--- src/rtl/ps2_pkg.sv ---
// Shared constants and FSM state type for the PS/2 line buffer.
//   ASCII/scan constants, keyboard and line status bit indices, FSM enum.
package ps2_pkg;

    localparam logic [7:0] ASCII_CR     = 8'h0D;
    localparam logic [7:0] ASCII_BS     = 8'h08;
    localparam logic [7:0] PS2_BRK      = 8'hF0;
    localparam logic [7:0] PS2_UNMAPPED = 8'h23;

    localparam int unsigned ST_EMPTY   = 0;
    localparam int unsigned ST_FULL    = 1;
    localparam int unsigned LS_READY   = 0;
    localparam int unsigned LS_OVF     = 1;
    localparam int unsigned LS_LEN_LSB = 8;

    typedef enum logic [2:0] {
        IDLE,
        POP,
        SETTLE,
        PROC,
        DONE
    } state_t;

endpackage

--- src/rtl/ps2_line_ram.sv ---
// DEPTH x 8 line storage: one synchronous write port, one asynchronous read port.
//   clk   : write clock
//   we    : write enable
//   waddr : write address
//   wdata : write byte
//   raddr : read address
//   rdata : byte at raddr (combinational)
module ps2_line_ram #(
    parameter int unsigned DEPTH = 32,
    parameter int unsigned AW    = 5
) (
    input  logic          clk,
    input  logic          we,
    input  logic [AW-1:0] waddr,
    input  logic [7:0]    wdata,
    input  logic [AW-1:0] raddr,
    output logic [7:0]    rdata
);

    logic [7:0] mem [DEPTH];

    // Contents are don't-care after reset, so the array carries no reset.
    always_ff @(posedge clk) begin
        if (we) begin
            mem[waddr] <= wdata;
        end
    end

    assign rdata = mem[raddr];

endmodule

--- src/rtl/ps2_line_buf.sv ---
// Line-assembly buffer between the PS/2 keyboard ASCII FIFO and the CPU bus.
// Drains the keyboard FIFO, drops break sequences and unmapped keys, applies
// backspace editing, and on Enter exposes the finished line for per-char reads.
//   clk         : system clock
//   rst         : asynchronous reset, active-low
//   kb_status   : keyboard FIFO status (bit0 empty, bit1 full)
//   kb_data     : keyboard FIFO head byte in [7:0]
//   kb_rd       : one-cycle pop strobe to the keyboard FIFO
//   line_rd     : CPU pop strobe for the completed line
//   line_status : bit0 ready, bit1 overflow, [15:8] length/remaining
//   line_data   : character at the read pointer while ready, else 0
// Optional macro PS2_LINE_ECHO_EN adds echo_valid/echo_char for a text console.
module ps2_line_buf
    import ps2_pkg::*;
#(
    parameter int unsigned DEPTH = 32,
    parameter int unsigned AW    = 5
) (
    input  logic        clk,
    input  logic        rst,
    input  logic [31:0] kb_status,
    input  logic [31:0] kb_data,
    output logic        kb_rd,
    input  logic        line_rd,
    output logic [31:0] line_status,
    output logic [31:0] line_data
`ifdef PS2_LINE_ECHO_EN
    ,
    output logic        echo_valid,
    output logic [7:0]  echo_char
`endif
);

    localparam int unsigned LW = AW + 1;
    localparam logic [LW-1:0] LEN_MAX = LW'(DEPTH);

    state_t          state;
    logic [7:0]      byte_q;
    logic            brk;
    logic            ready;
    logic            ovf;
    logic [AW-1:0]   wptr;
    logic [AW-1:0]   rptr;
    logic [LW-1:0]   len;
    logic [7:0]      rd_char;

    logic            in_proc;
    logic            is_ctrl;
    logic            store_en;
    logic            bs_en;

    logic            unused_inputs;
    assign unused_inputs = ^{kb_status[31:1], kb_data[31:8]};

    // Classification of the captured byte while in PROC (break-follow first).
    assign in_proc  = (state == PROC) && !brk;
    assign is_ctrl  = (byte_q == PS2_BRK) || (byte_q == PS2_UNMAPPED) ||
                      (byte_q == ASCII_BS) || (byte_q == ASCII_CR);
    assign store_en = in_proc && !is_ctrl && (len != LEN_MAX);
    assign bs_en    = in_proc && (byte_q == ASCII_BS) && (len != '0);

    ps2_line_ram #(
        .DEPTH (DEPTH),
        .AW    (AW)
    ) u_ram (
        .clk   (clk),
        .we    (store_en),
        .waddr (wptr),
        .wdata (byte_q),
        .raddr (rptr),
        .rdata (rd_char)
    );

    // Intake / edit / drain state machine.
    always_ff @(posedge clk or negedge rst) begin
        if (!rst) begin
            state  <= IDLE;
            kb_rd  <= 1'b0;
            byte_q <= 8'h00;
            brk    <= 1'b0;
            ready  <= 1'b0;
            ovf    <= 1'b0;
            wptr   <= '0;
            rptr   <= '0;
            len    <= '0;
        end else begin
            case (state)
                IDLE: begin
                    if (!kb_status[ST_EMPTY]) begin
                        state <= POP;
                        kb_rd <= 1'b1;
                    end
                end
                POP: begin
                    kb_rd  <= 1'b0;
                    byte_q <= kb_data[7:0];
                    state  <= SETTLE;
                end
                SETTLE: begin
                    state <= PROC;
                end
                PROC: begin
                    state <= IDLE;
                    if (brk) begin
                        brk <= 1'b0;
                    end else if (byte_q == PS2_BRK) begin
                        brk <= 1'b1;
                    end else if (byte_q == PS2_UNMAPPED) begin
                        brk <= 1'b0;
                    end else if (byte_q == ASCII_BS) begin
                        if (len != '0) begin
                            len  <= len - LW'(1);
                            wptr <= wptr - AW'(1);
                        end
                    end else if (byte_q == ASCII_CR) begin
                        if (len != '0) begin
                            ready <= 1'b1;
                            rptr  <= '0;
                            state <= DONE;
                        end
                    end else if (len != LEN_MAX) begin
                        wptr <= wptr + AW'(1);
                        len  <= len + LW'(1);
                    end else begin
                        ovf <= 1'b1;
                    end
                end
                DONE: begin
                    if (line_rd && ready) begin
                        rptr <= rptr + AW'(1);
                        len  <= len - LW'(1);
                        // Last character leaves: release the line and resume intake.
                        if (len == LW'(1)) begin
                            ready <= 1'b0;
                            ovf   <= 1'b0;
                            wptr  <= '0;
                            state <= IDLE;
                        end
                    end
                end
                default: begin
                    state <= IDLE;
                    kb_rd <= 1'b0;
                end
            endcase
        end
    end

    // Status/data views of the registered line state.
    always_comb begin
        line_status                     = '0;
        line_status[LS_READY]           = ready;
        line_status[LS_OVF]             = ovf;
        line_status[LS_LEN_LSB +: 8]    = 8'(len);
    end

    assign line_data = ready ? {24'h0, rd_char} : 32'h0;

`ifdef PS2_LINE_ECHO_EN
    assign echo_valid = store_en || bs_en;
    assign echo_char  = bs_en ? ASCII_BS : byte_q;
`else
    logic unused_bs;
    assign unused_bs = bs_en;
`endif

endmodule

--- config.mk ---
export PLATFORM = sky130hd
export DESIGN_NAME = ps2_line_buf
export DESIGN_NICKNAME = d
export VERILOG_FILES = /design/src/rtl/ps2_pkg.sv /design/src/rtl/ps2_line_ram.sv /design/src/rtl/ps2_line_buf.sv
export SDC_FILE = /design/constraint.sdc
export NUM_CORES = 1
export LEC_CHECK = 0
export BUFFER_PORTS_ARGS = -buffer_cell sky130_fd_sc_hd__buf_4
export CELL_PAD_IN_SITES_DETAIL_PLACEMENT = 0
export CELL_PAD_IN_SITES_GLOBAL_PLACEMENT = 1
export CORE_MARGIN = 5
export CORE_UTILIZATION = 45
export DETAILED_ROUTE_END_ITERATION = 12
export PLACE_DENSITY = 0.76
export SKIP_CTS_REPAIR_TIMING = 1
export SYNTH_ARGS = -nofsm -noshare
export SYNTH_HDL_FRONTEND = slang
export SYNTH_SLANG_ARGS = --single-unit
--- constraint.sdc ---
create_clock -name clk -period 7.9 [get_ports clk]
set_clock_uncertainty 0.1 [all_clocks]
set_input_delay 1.185 -clock clk [delete_from_list [all_inputs] [get_ports clk]]
set_output_delay 1.185 -clock clk [all_outputs]
set_load 0.02 [all_outputs]
==> reports/metrics.yaml, run 1 <==
route:
  routed-wl-met2_um: 11700
  drc: 0
  wl_met3_um: 1770
  viasPerCell: 5.66
  wirelength_um: 23600
  vias: 5980
  drt_iter0_markers: 421
  ant_nets: 0
  dr.max_layer_used: "met4"
  wl_met1_um: 9860
  routedWlPerCell_um: 22.4
  drt-pass1-iter-count: 4
cells_and_area:
  final_common_cell: "edfxtp_1"
  finalNetCount: 770
  n_antenna_cell: 0
  sequential_cell_area_um2: 8470
  multi_input_area_um2: 3260
  drive_gt1_frac: 0.232
  layout_common_cells: "edfxtp_1 (256), mux4_2 (69), conb_1 (48)"
  design_area_um2: 13300
  nFillCells: 2153
  synthToLayoutAreaGrowth_pct: 10.1
pwr:
  finalPower_w: 0.00406
  pwr_density_cell_nw_per_um2: 304
  ir_drop_mv: 0.211
  cellLeakagePower_nw: 4.35
logic_synthesis:
  synthArstFlopShare: 0.108
  yosys.cell_types.count: 56
  synthCells: 665
  netlist_area_um2: 12100
  synth.top_cell.area_share: 0.635
  synthTopCellsByArea: "edfxtp_1 (63%), mux4_2 (13%), dfrtp_1 (6.4%)"
  synth-edff-count: 256
  ys.flop_type: "edfxtp_1"
  yosys_register_bits: 287
  avgSynthCellArea_um2: 18.2
  ys_seq_area_frac: 0.699
  synth_top_area_cell: "edfxtp_1"
  yosys_warnings: 0
clock_network:
  clockRootBuffer: "clkbuf_16"
  clk_pin_slew_worst_paths_ns: 0.06
  cts_buffer_depth: 3
  cts_inserted_buffers: 28
  htree_levels: 1
  clkLatencyLatePin_ns: 0.53
  cts_tree: "done"
  cts_num_sinks: 287
floorplan:
  num_rows: 60
  die_w_um: 174
  die-area_um2: 30300
  initial_core_util: 0.453
  die_h_um: 174
  pin_count: 132
  core_um2: 26700
sta:
  min_period_ns: 5.14
  setup-violations-final: 0
  report.final.slew_viol_count: 0
  fin_crit_sh: 0.651
  finalHoldViolations: 0
  max_freq_mhz: 194
  rsz0062_at_grt: "false"
  worstMarginPinSlew_ns: 1.29
  fin_setup_tns_ns: 0
  slew_headroom: 0.139
  finalWorstSetupSlack_ns: 2.76
worst_setup_path:
  r2r_setup_slack_ns: 4.13
  timing.setup.critical_path_class: "flip-flop to primary output"
  timing.rr.end: "u_ram.mem[28][5]$_DFFE_PP_"
  worstPathRequired_ns: 6.61
  start_kind: "flip-flop"
  ff2ff_path_depth: 6
  worstSetupEndpointType: "primary output"
  arrival_ns: 3.86
  reg2reg_from: "byte_q[3]$_DFFE_PN0N_"
  cp_max_fo: 45
placed_design:
  dp.final_hpwl_um: 14800
  dpl_worst_slack_ns: 3.29
  io_buffers: 28
  dpl_cell_area_um2: 12400
  gp_congestion: 0.793
grt:
  grt_use_total: 0.155
  grt_pass1_wl_um: 36600
  grt_pass1_vias: 6175
  grt_max_degree: 57
  antenna_found_initial: 0
  overflow: 0
job:
  maxCapViolCount: 0
outcome:
  outcome: "finished clean"
worst_hold_path:
  hold_end: "len[5]$_DFFE_PN0P_"
  min_from: "len[5]$_DFFE_PN0P_"
  hold_depth: 1
  hold_class: "flip-flop to flip-flop"
[cells in the mapped netlist (4+ instances only)]
| cell | number |
|---|---|
| dfrtp_1 | 31 |
| nand2_1 | 18 |
| nor2_1 | 43 |
| mux4_2 | 69 |
| nand3_1 | 8 |
| o21ai_0 | 12 |
| a21o_1 | 4 |
| nor2b_1 | 14 |
| mux2_2 | 10 |
| nand2b_1 | 4 |
| buf_1 | 6 |
| a22o_1 | 8 |
| ha_1 | 7 |
| mux2i_1 | 9 |
| nand4_1 | 4 |
| clkbuf_1 | 8 |
| xnor2_1 | 10 |
| edfxtp_1 | 256 |
| a31oi_1 | 4 |
| inv_1 | 6 |
| buf_4 | 53 |
| buf_2 | 11 |
| a21oi_1 | 12 |
| a211oi_1 | 9 |
[worst max-delay path by stage]
stage / from / end / slack [ns]
after floorplan: rptr[1]$_DFFE_PN0P_ / line_data[6] / 4.66
after global placement: rptr[1]$_DFFE_PN0P_ / line_data[5] / 3.34
after detailed placement: rptr[1]$_DFFE_PN0P_ / line_data[2] / 3.29
after CTS: rptr[1]$_DFFE_PN0P_ / line_data[2] / 2.75
after global routing: rptr[1]$_DFFE_PN0P_ / line_data[2] / 2.55
final: rptr[1]$_DFFE_PN0P_ / line_data[2] / 2.76
[worst max-delay path, stage by stage (launching register included)]
cell and delay, ns:
dfrtp_2 0.79, buf_4 0.70, mux4_2 0.59, nor2b_1 0.16, a211oi_1 0.52, a21oi_1 0.09
a22o_1 0.28, buf_4 0.16
[registers in the layout, summed over array words and instances (netlist names)]
register	flops
u_ram.mem	256
byte_q	8
len	6
rptr	5
wptr	5
state	3
brk	1
kb_rd	1
ovf	1
ready	1
[metal layers]
metal,vias to the layer above,global-route usage
li1,2609,-
met1,3096,0.219
met2,250,0.257
met3,25,0.0304
met4,0,0.0307
met5,-,0
[where the power goes]
group          leakage, nW  internal [W]  switching, W
clock                0.449      0.000764      0.000542
combinational         1.21      0.000198      0.000322
sequential            2.68       0.00196      0.000265
total                 4.35       0.00293       0.00113
[per-stage QoR]
stage	util	hold WS (ns)	instances
after global routing	0.499	0.487	1056
final	0.499	0.418	1056
after CTS	0.499	0.428	1056
after detailed placement	0.465	0.413	1006
after floorplan	-	0.365	712
after global placement	0.465	0.406	1006
[cell families (layout without fill, tap and decap cells)]
kind of cell | count (synthesis) | after routing | synth area share
simple gates | 116 | 116 | 0.0501
mux | 91 | 91 | 0.152
fa+ha+maj | 8 | 8 | 0.00888
xor+xnor | 11 | 11 | 0.00795
other cells | 1 | 48 | 0.000310
buf+inv | 87 | 90 | 0.0471
compound gates | 64 | 64 | 0.0354
flops | 287 | 287 | 0.699
[cell type report]
class                           count  area share
Clock buffer                       32      0.0553
Clock inverter                     18      0.0125
Multi-Input combinational cell    338       0.244
Tap cell                          341      0.0320
Timing Repair Buffer               34      0.0191
Sequential cell                   287       0.635
Inverter                            6     0.00169
Power figures use the tool's default switching activity.
==> run 2: changes to the inputs <==
==> constraint.sdc (replaced) <==
create_clock -name clk -period 5.16 [get_ports clk]
set_clock_uncertainty 0.1 [all_clocks]
set_input_delay 0.774 -clock clk [delete_from_list [all_inputs] [get_ports clk]]
set_output_delay 0.774 -clock clk [all_outputs]
set_load 0.02 [all_outputs]
==> reports/metrics.yaml, run 2 (same netlist as run 1, synthesis figures left out) <==
outcome:
  outcome: "finished clean"
grt:
  grt_use_total: 0.159  # +0.00408
  grt_max_degree: 56  # -1.8%
  grt_pass1_vias: 6249  # +1.2%
  antenna_found_initial: 0  # unchanged
  grt_pass1_wl_um: 37600  # +2.6%
  overflow: 0  # unchanged
sta:
  slew_headroom: 0.118  # -0.0207
  finalHoldViolations: 0  # unchanged
  fin_setup_tns_ns: 0  # unchanged
  setup-violations-final: 0  # unchanged
  min_period_ns: 4.32
  report.final.slew_viol_count: 0  # unchanged
  fin_crit_sh: 0.837
  worstMarginPinSlew_ns: 1.32  # +0.0311 ns
  timing.hold.ws_ns: 0.0611  # -0.357 ns
  finalWorstSetupSlack_ns: 0.843  # -1.91 ns
  max_freq_mhz: 232
  rsz0062_at_grt: "false"
cells_and_area:
  drive_gt1_frac: 0.231  # -0.000970
  largest_registers: "u_ram.mem x256, byte_q x8, len x6"
  synthToLayoutAreaGrowth_pct: 11.0
  multi_input_area_um2: 3260  # unchanged
  largest_reg_flops: 256  # unchanged
  sequential_cell_area_um2: 8470  # unchanged
  n_antenna_cell: 0  # unchanged
  layout_common_cells: "edfxtp_1 (256), mux4_2 (69), conb_1 (48)"
  final_common_cell: "edfxtp_1"
  finalNetCount: 772  # +0.26%
  design_area_um2: 13400  # +0.87%
  nFillCells: 2132  # -0.98%
  top_register: "u_ram.mem"
worst_setup_path:
  worstSetupEndpointType: "primary output"
  start_kind: "flip-flop"
  reg2reg_from: "byte_q[3]$_DFFE_PN0N_"
  arrival_ns: 3.44  # -0.42 ns
  crit_chain: "buf_4 > mux4_2 > a211oi_1 > a21oi_1 > a22o_1 > buf_4"
  worstPathRequired_ns: 4.29  # -2.32 ns
  crit_end: "line_data[5]"
  cpMaxStageDelayCell: "dfrtp_1"
  cp_max_fo: 25  # -44%
  startpoint: "rptr[2]$_DFFE_PN0P_"
  path_common_cell: "buf_4"
  r2r_setup_slack_ns: 1.27  # -2.86 ns
  path_buf_inv: 2  # unchanged
  timing.setup.critical_path_class: "flip-flop to primary output"
  ff2ff_path_depth: 6  # unchanged
  path_delay_family: "flip-flops"
  slowest_delay_ns: 1.16  # +0.37 ns
  crit_cells: 6  # -1
  timing.rr.end: "u_ram.mem[3][3]$_DFFE_PP_"
route:
  drt-pass1-iter-count: 5  # +1
  routedWlPerCell_um: 23.0  # +2.6%
  drc: 0  # unchanged
  ant_nets: 0  # unchanged
  drt_iter0_markers: 477  # +13%
  wirelength_um: 24300  # +2.9%
  vias: 6037  # +0.95%
  viasPerCell: 5.70  # +0.67%
clock_network:
  cts_inserted_buffers: 29  # +3.6%
  clkLatencyLatePin_ns: 0.55  # +0.02 ns
  htree_levels: 1  # unchanged
  cts_num_sinks: 287  # unchanged
  cts_buffer_depth: 3  # unchanged
  clockRootBuffer: "clkbuf_16"
  cts_tree: "done"
  clk_pin_slew_worst_paths_ns: 0.06  # about the same
placed_design:
  dpl_cell_area_um2: 12500  # +0.26%
  io_buffers: 28  # unchanged
  dpl_worst_slack_ns: 1.26  # -2.02 ns
  dp.final_hpwl_um: 15200  # +2.7%
  gp_congestion: 0.811  # +2.2%
floorplan:
  die_h_um: 174  # unchanged
  pin_count: 132  # unchanged
  initial_core_util: 0.453  # unchanged
  die_w_um: 174  # unchanged
  num_rows: 60  # unchanged
  core_um2: 26700  # unchanged
  die-area_um2: 30300  # unchanged
pwr:
  pwr_density_cell_nw_per_um2: 477  # +57%
  cellLeakagePower_nw: 4.39  # +0.99%
  ir_drop_mv: 0.281  # +33%
worst_hold_path:
  hold_class: "input pin to asynchronous set/reset pin"
job:
  maxCapViolCount: 0  # unchanged
==> run 2: changes by cell type in the layout (fill, tap and decap cells not counted), sizes merged <==
cell,delta
clkbuf,+8
clkinvlp,-1
bufinv,+2
buf,+1
clkinv,-7
==> run 2: worst min path at each step <==
stage,startpoint,to,slack [ns]
floorplan,rptr[4]$_DFFE_PN0P_,rptr[4]$_DFFE_PN0P_,0.37
global placement,len[5]$_DFFE_PN0P_,len[5]$_DFFE_PN0P_,0.41
detailed placement,len[5]$_DFFE_PN0P_,len[5]$_DFFE_PN0P_,0.42
CTS,rst,wptr[4]$_DFFE_PN0P_,0.06
global route,rst,wptr[4]$_DFFE_PN0P_,0.09
finish,rst,wptr[4]$_DFFE_PN0P_,0.06
==> run 2: area by class of cell <==
| type | count | share of cell area |
|---|---|---|
| clock buffers | 40 | 0.0593 |
| inverters | 6 | 0.00167 |
| multi-input cells | 338 | 0.242 |
| well taps | 341 | 0.0317 |
| clock inverters | 12 | 0.0141 |
| repair buffers | 35 | 0.0214 |
| flip-flops and latches | 287 | 0.630 |
==> run 2: report_power, final <==
group	internal [W]	total [W]	switching [W]
clock network	0.00132	0.00217	0.000846
logic	0.000307	0.000846	0.000539
registers	0.00301	0.00340	0.000389
total	0.00464	0.00641	0.00177
==> run 2: per-stage QoR <==
stage | power, W | util | instances
after floorplan | 0.00387 | - | 712
after CTS | 0.00645 | 0.503 | 1059
after detailed placement | 0.00430 | 0.466 | 1007
after global routing | 0.00668 | 0.503 | 1059
after global placement | 0.00421 | 0.466 | 1007
final | 0.00641 | 0.503 | 1059
==> run 2: per-layer routing <==
layer  wire (um)  up-vias  GRT usage
met5           0        -          0
met4         375        0     0.0317
met3        1530       32     0.0285
met2       11900      230      0.262
met1       10500     3165      0.228
li1            -     2610          -
==> run 3: changes to the inputs <==
--- a/config.mk
+++ b/config.mk
@@ -5,13 +5,14 @@
 export SDC_FILE = /design/constraint.sdc
 export NUM_CORES = 1
 export LEC_CHECK = 0
+export ABC_AREA = 1
 export BUFFER_PORTS_ARGS = -buffer_cell sky130_fd_sc_hd__buf_4
 export CELL_PAD_IN_SITES_DETAIL_PLACEMENT = 0
 export CELL_PAD_IN_SITES_GLOBAL_PLACEMENT = 1
 export CORE_MARGIN = 5
-export CORE_UTILIZATION = 45
+export CORE_UTILIZATION = 42
 export DETAILED_ROUTE_END_ITERATION = 12
-export PLACE_DENSITY = 0.76
+export PLACE_DENSITY = 0.8
 export SKIP_CTS_REPAIR_TIMING = 1
 export SYNTH_ARGS = -nofsm -noshare
 export SYNTH_HDL_FRONTEND = slang
==> constraint.sdc (replaced) <==
create_clock -name clk -period 3.6 [get_ports clk]
set_clock_uncertainty 0.1 [all_clocks]
set_input_delay 0.54 -clock clk [delete_from_list [all_inputs] [get_ports clk]]
set_output_delay 0.54 -clock clk [all_outputs]
set_load 0.02 [all_outputs]
==> reports/metrics.yaml, run 3 <==
pwr:
  ir_drop_mv: 0.427  # +52%
  cellLeakagePower_nw: 5.47  # +25%
  pwr_density_cell_nw_per_um2: 653  # +37%
route:
  vias: 8397  # +39%
  routedWlPerCell_um: 17.2  # -25%
  viasPerCell: 5.09  # -11%
  ant_nets: 0  # unchanged
  drc: 0  # unchanged
  drt_iter0_markers: 708  # +48%
  wirelength_um: 28400  # +17%
  drt-pass1-iter-count: 5  # unchanged
clock_network:
  htree_levels: 1  # unchanged
  clockRootBuffer: "clkbuf_16"
  cts_inserted_buffers: 30  # +3.4%
  clkLatencyLatePin_ns: 0.55  # about the same
  cts_num_sinks: 287  # unchanged
  clk_pin_slew_worst_paths_ns: 0.06  # about the same
  cts_buffer_depth: 3  # unchanged
  cts_tree: "done"
cells_and_area:
  synthToLayoutAreaGrowth_pct: 13.6
  design_area_um2: 14500  # +7.7%
  finalNetCount: 1310  # +70%
  final_common_cell: "nor2_1"
  n_antenna_cell: 0  # unchanged
  top_register: "u_ram.mem"
  drive_gt1_frac: 0.110  # -0.121
  largest_reg_flops: 256  # unchanged
  largest_registers: "u_ram.mem x256, byte_q x8, len x6"
  layout_common_cells: "nor2_1 (261), edfxtp_1 (256), nand2_1 (173)"
floorplan:
  core_um2: 29800  # +11%
  initial_core_util: 0.428  # -0.0254
  die_h_um: 184  # +5.8%
  pin_count: 132  # unchanged
  die-area_um2: 33900  # +12%
  num_rows: 63  # +5.0%
  die_w_um: 184  # +5.8%
logic_synthesis:
  synth-edff-count: 256  # unchanged
  avgSynthCellArea_um2: 10.7  # -41%
  ys.flop_type: "edfxtp_1"
  synth.top_cell.area_share: 0.603  # -0.0316
  yosys_warnings: 0  # unchanged
  synthCells: 1188  # +79%
  yosys.cell_types.count: 34  # -39%
  synthArstFlopShare: 0.108  # unchanged
  yosys_register_bits: 287  # unchanged
  synth_most_common_cell: "nor2_1"
  netlist_area_um2: 12700  # +5.2%
  ys_seq_area_frac: 0.664  # -0.0348
  synthTopCellsByArea: "edfxtp_1 (60%), nor2_1 (7.7%), dfrtp_1 (6.1%)"
  synth_top_area_cell: "edfxtp_1"
  synth_common_cells: "nor2_1 (261), edfxtp_1 (256), nand2_1 (173), o21ai_0 (142), inv_1 (55)"
sta:
  min_period_ns: 3.42
  worstMarginPinSlew_ns: 0.712  # -0.610 ns
  setup-violations-final: 0  # unchanged
  slew_headroom: 0.523  # +0.405
  fin_crit_sh: 0.950
  finalHoldViolations: 0  # unchanged
  timing.hold.ws_ns: 0.0829  # +0.0218 ns
  rsz0062_at_grt: "false"
  report.final.slew_viol_count: 0  # unchanged
  max_freq_mhz: 292
  fin_setup_tns_ns: 0  # unchanged
grt:
  grt_pass1_wl_um: 44300  # +18%
  grt_use_total: 0.165  # +0.00566
  grt_pass1_vias: 7952  # +27%
  antenna_found_initial: 0  # unchanged
  overflow: 0  # unchanged
  grt_max_degree: 99  # +77%
worst_setup_path:
  reg2reg_from: "len[0]$_DFFE_PN0P_"
  timing.rr.end: "u_ram.mem[1][5]$_DFFE_PP_"
  path_common_cell: "nor2_1"
  start_kind: "flip-flop"
  worstPathRequired_ns: 2.96  # -1.33 ns
  ff2ff_path_depth: 9  # +3
  cpMaxStageDelayCell: "dfrtp_4"
  crit_chain: "buf_4 > nor2_1 > nor2_1 > o21ai_0 > a21oi_1 > nor2_1 > nand2_1 > nand2_1 > nor2_1 > buf_4"
  timing.setup.critical_path_class: "flip-flop to primary output"
  slowest_delay_ns: 0.70  # -0.46 ns
  arrival_ns: 2.78  # -0.66 ns
  worstSetupEndpointType: "primary output"
  cp_max_fo: 38  # +52%
  r2r_setup_slack_ns: 0.78  # -0.49 ns
outcome:
  outcome: "finished clean"
placed_design:
  gp_congestion: 0.800  # -1.4%
  dp.final_hpwl_um: 17600  # +16%
  io_buffers: 28  # unchanged
  dpl_cell_area_um2: 13400  # +7.4%
worst_hold_path:
  hold_depth: 2
  min_from: "kb_status[0]"
  hold_end: "kb_rd$_DFFE_PN0P_"
  hold_class: "input pin to flip-flop"
job:
  maxCapViolCount: 0  # unchanged
## run 3: cell types whose count changed after synthesis, moves of 14 or more
cell      previous run  this run
nand3_1              8        45
o211ai_1             0        23
o21ai_0             12       142
nor2b_1             14         0
clkbuf_1             8        27
o22ai_1              1        24
inv_1                6        55
mux4_2              69         0
nand2_1             18       173
buf_2               11        25
nor2_1              43       261
## run 3: kinds of logic after synthesis
family          after synthesis  synth area share
simple gates                503             0.160
flops                       287             0.664
compound gates              208            0.0894
buf+inv                     165            0.0664
xor+xnor                     13           0.00893
fa+ha+maj                     8           0.00844
mux                           3           0.00265
other cells                   1          0.000294
## run 3: worst max path at each step
| stage | from | endpoint | slack, ns |
|---|---|---|---|
| 2_1_floorplan | byte_q[7]$_DFFE_PN0N_ | u_ram.mem[11][0]$_DFFE_PP_ | 1.10 |
| 3_3_place_gp | rptr[0]$_DFFE_PN0P_ | line_data[7] | 0.73 |
| 3_5_place_dp | rptr[0]$_DFFE_PN0P_ | line_data[7] | 0.73 |
| 4_1_cts | rptr[0]$_DFFE_PN0P_ | line_data[7] | 0.14 |
| 5_1_grt | rptr[0]$_DFFE_PN0P_ | line_data[6] | 0.0007 |
| 6_report | rptr[0]$_DFFE_PN0P_ | line_data[0] | 0.18 |
## run 3: critical path: cells and delay by family (launching register included)
family	cells	cell delay [ns]
AOI/OAI and AO/OA	2	0.26
buffers and inverters	2	0.61
DFF	1	0.70
and+or+nand+nor	6	0.65
## run 3: routing by layer
metal | part of all wire | track usage | vias up
li1 | - | - | 4097
met4 | 0.025 | 0.0426 | 0
met5 | 0 | 0 | -
met1 | 0.42 | 0.229 | 3970
met2 | 0.49 | 0.277 | 276
met3 | 0.064 | 0.0221 | 54
## run 3: report_power, final
| part | switching [W] | leakage (nW) | internal, W | total [W] |
|---|---|---|---|---|
| registers | 0.000242 | 2.67 | 0.00424 | 0.00448 |
| clock network | 0.00126 | 0.522 | 0.00206 | 0.00332 |
| logic | 0.00121 | 2.27 | 0.000446 | 0.00165 |
## run 3: metrics by stage
stage	util	power [W]	instances	setup slack [ns]
after global routing	0.486	0.00988	1649	0.000724
after detailed placement	0.449	0.00621	1592	0.734
final	0.486	0.00945	1649	0.178
after global placement	0.449	0.00616	1592	0.733
after floorplan	-	0.00555	1235	1.10
after CTS	0.486	0.00953	1648	0.137
## run 3: final cells by class
class / instances / area, um^2
multi-input combinational: 783 / 3610
timing repair buffer: 72 / 593
sequential: 287 / 8470
fill: 2655 / 15300
clock buffer: 35 / 779
clock inverter: 21 / 307
inverter: 61 / 229
tap: 390 / 488
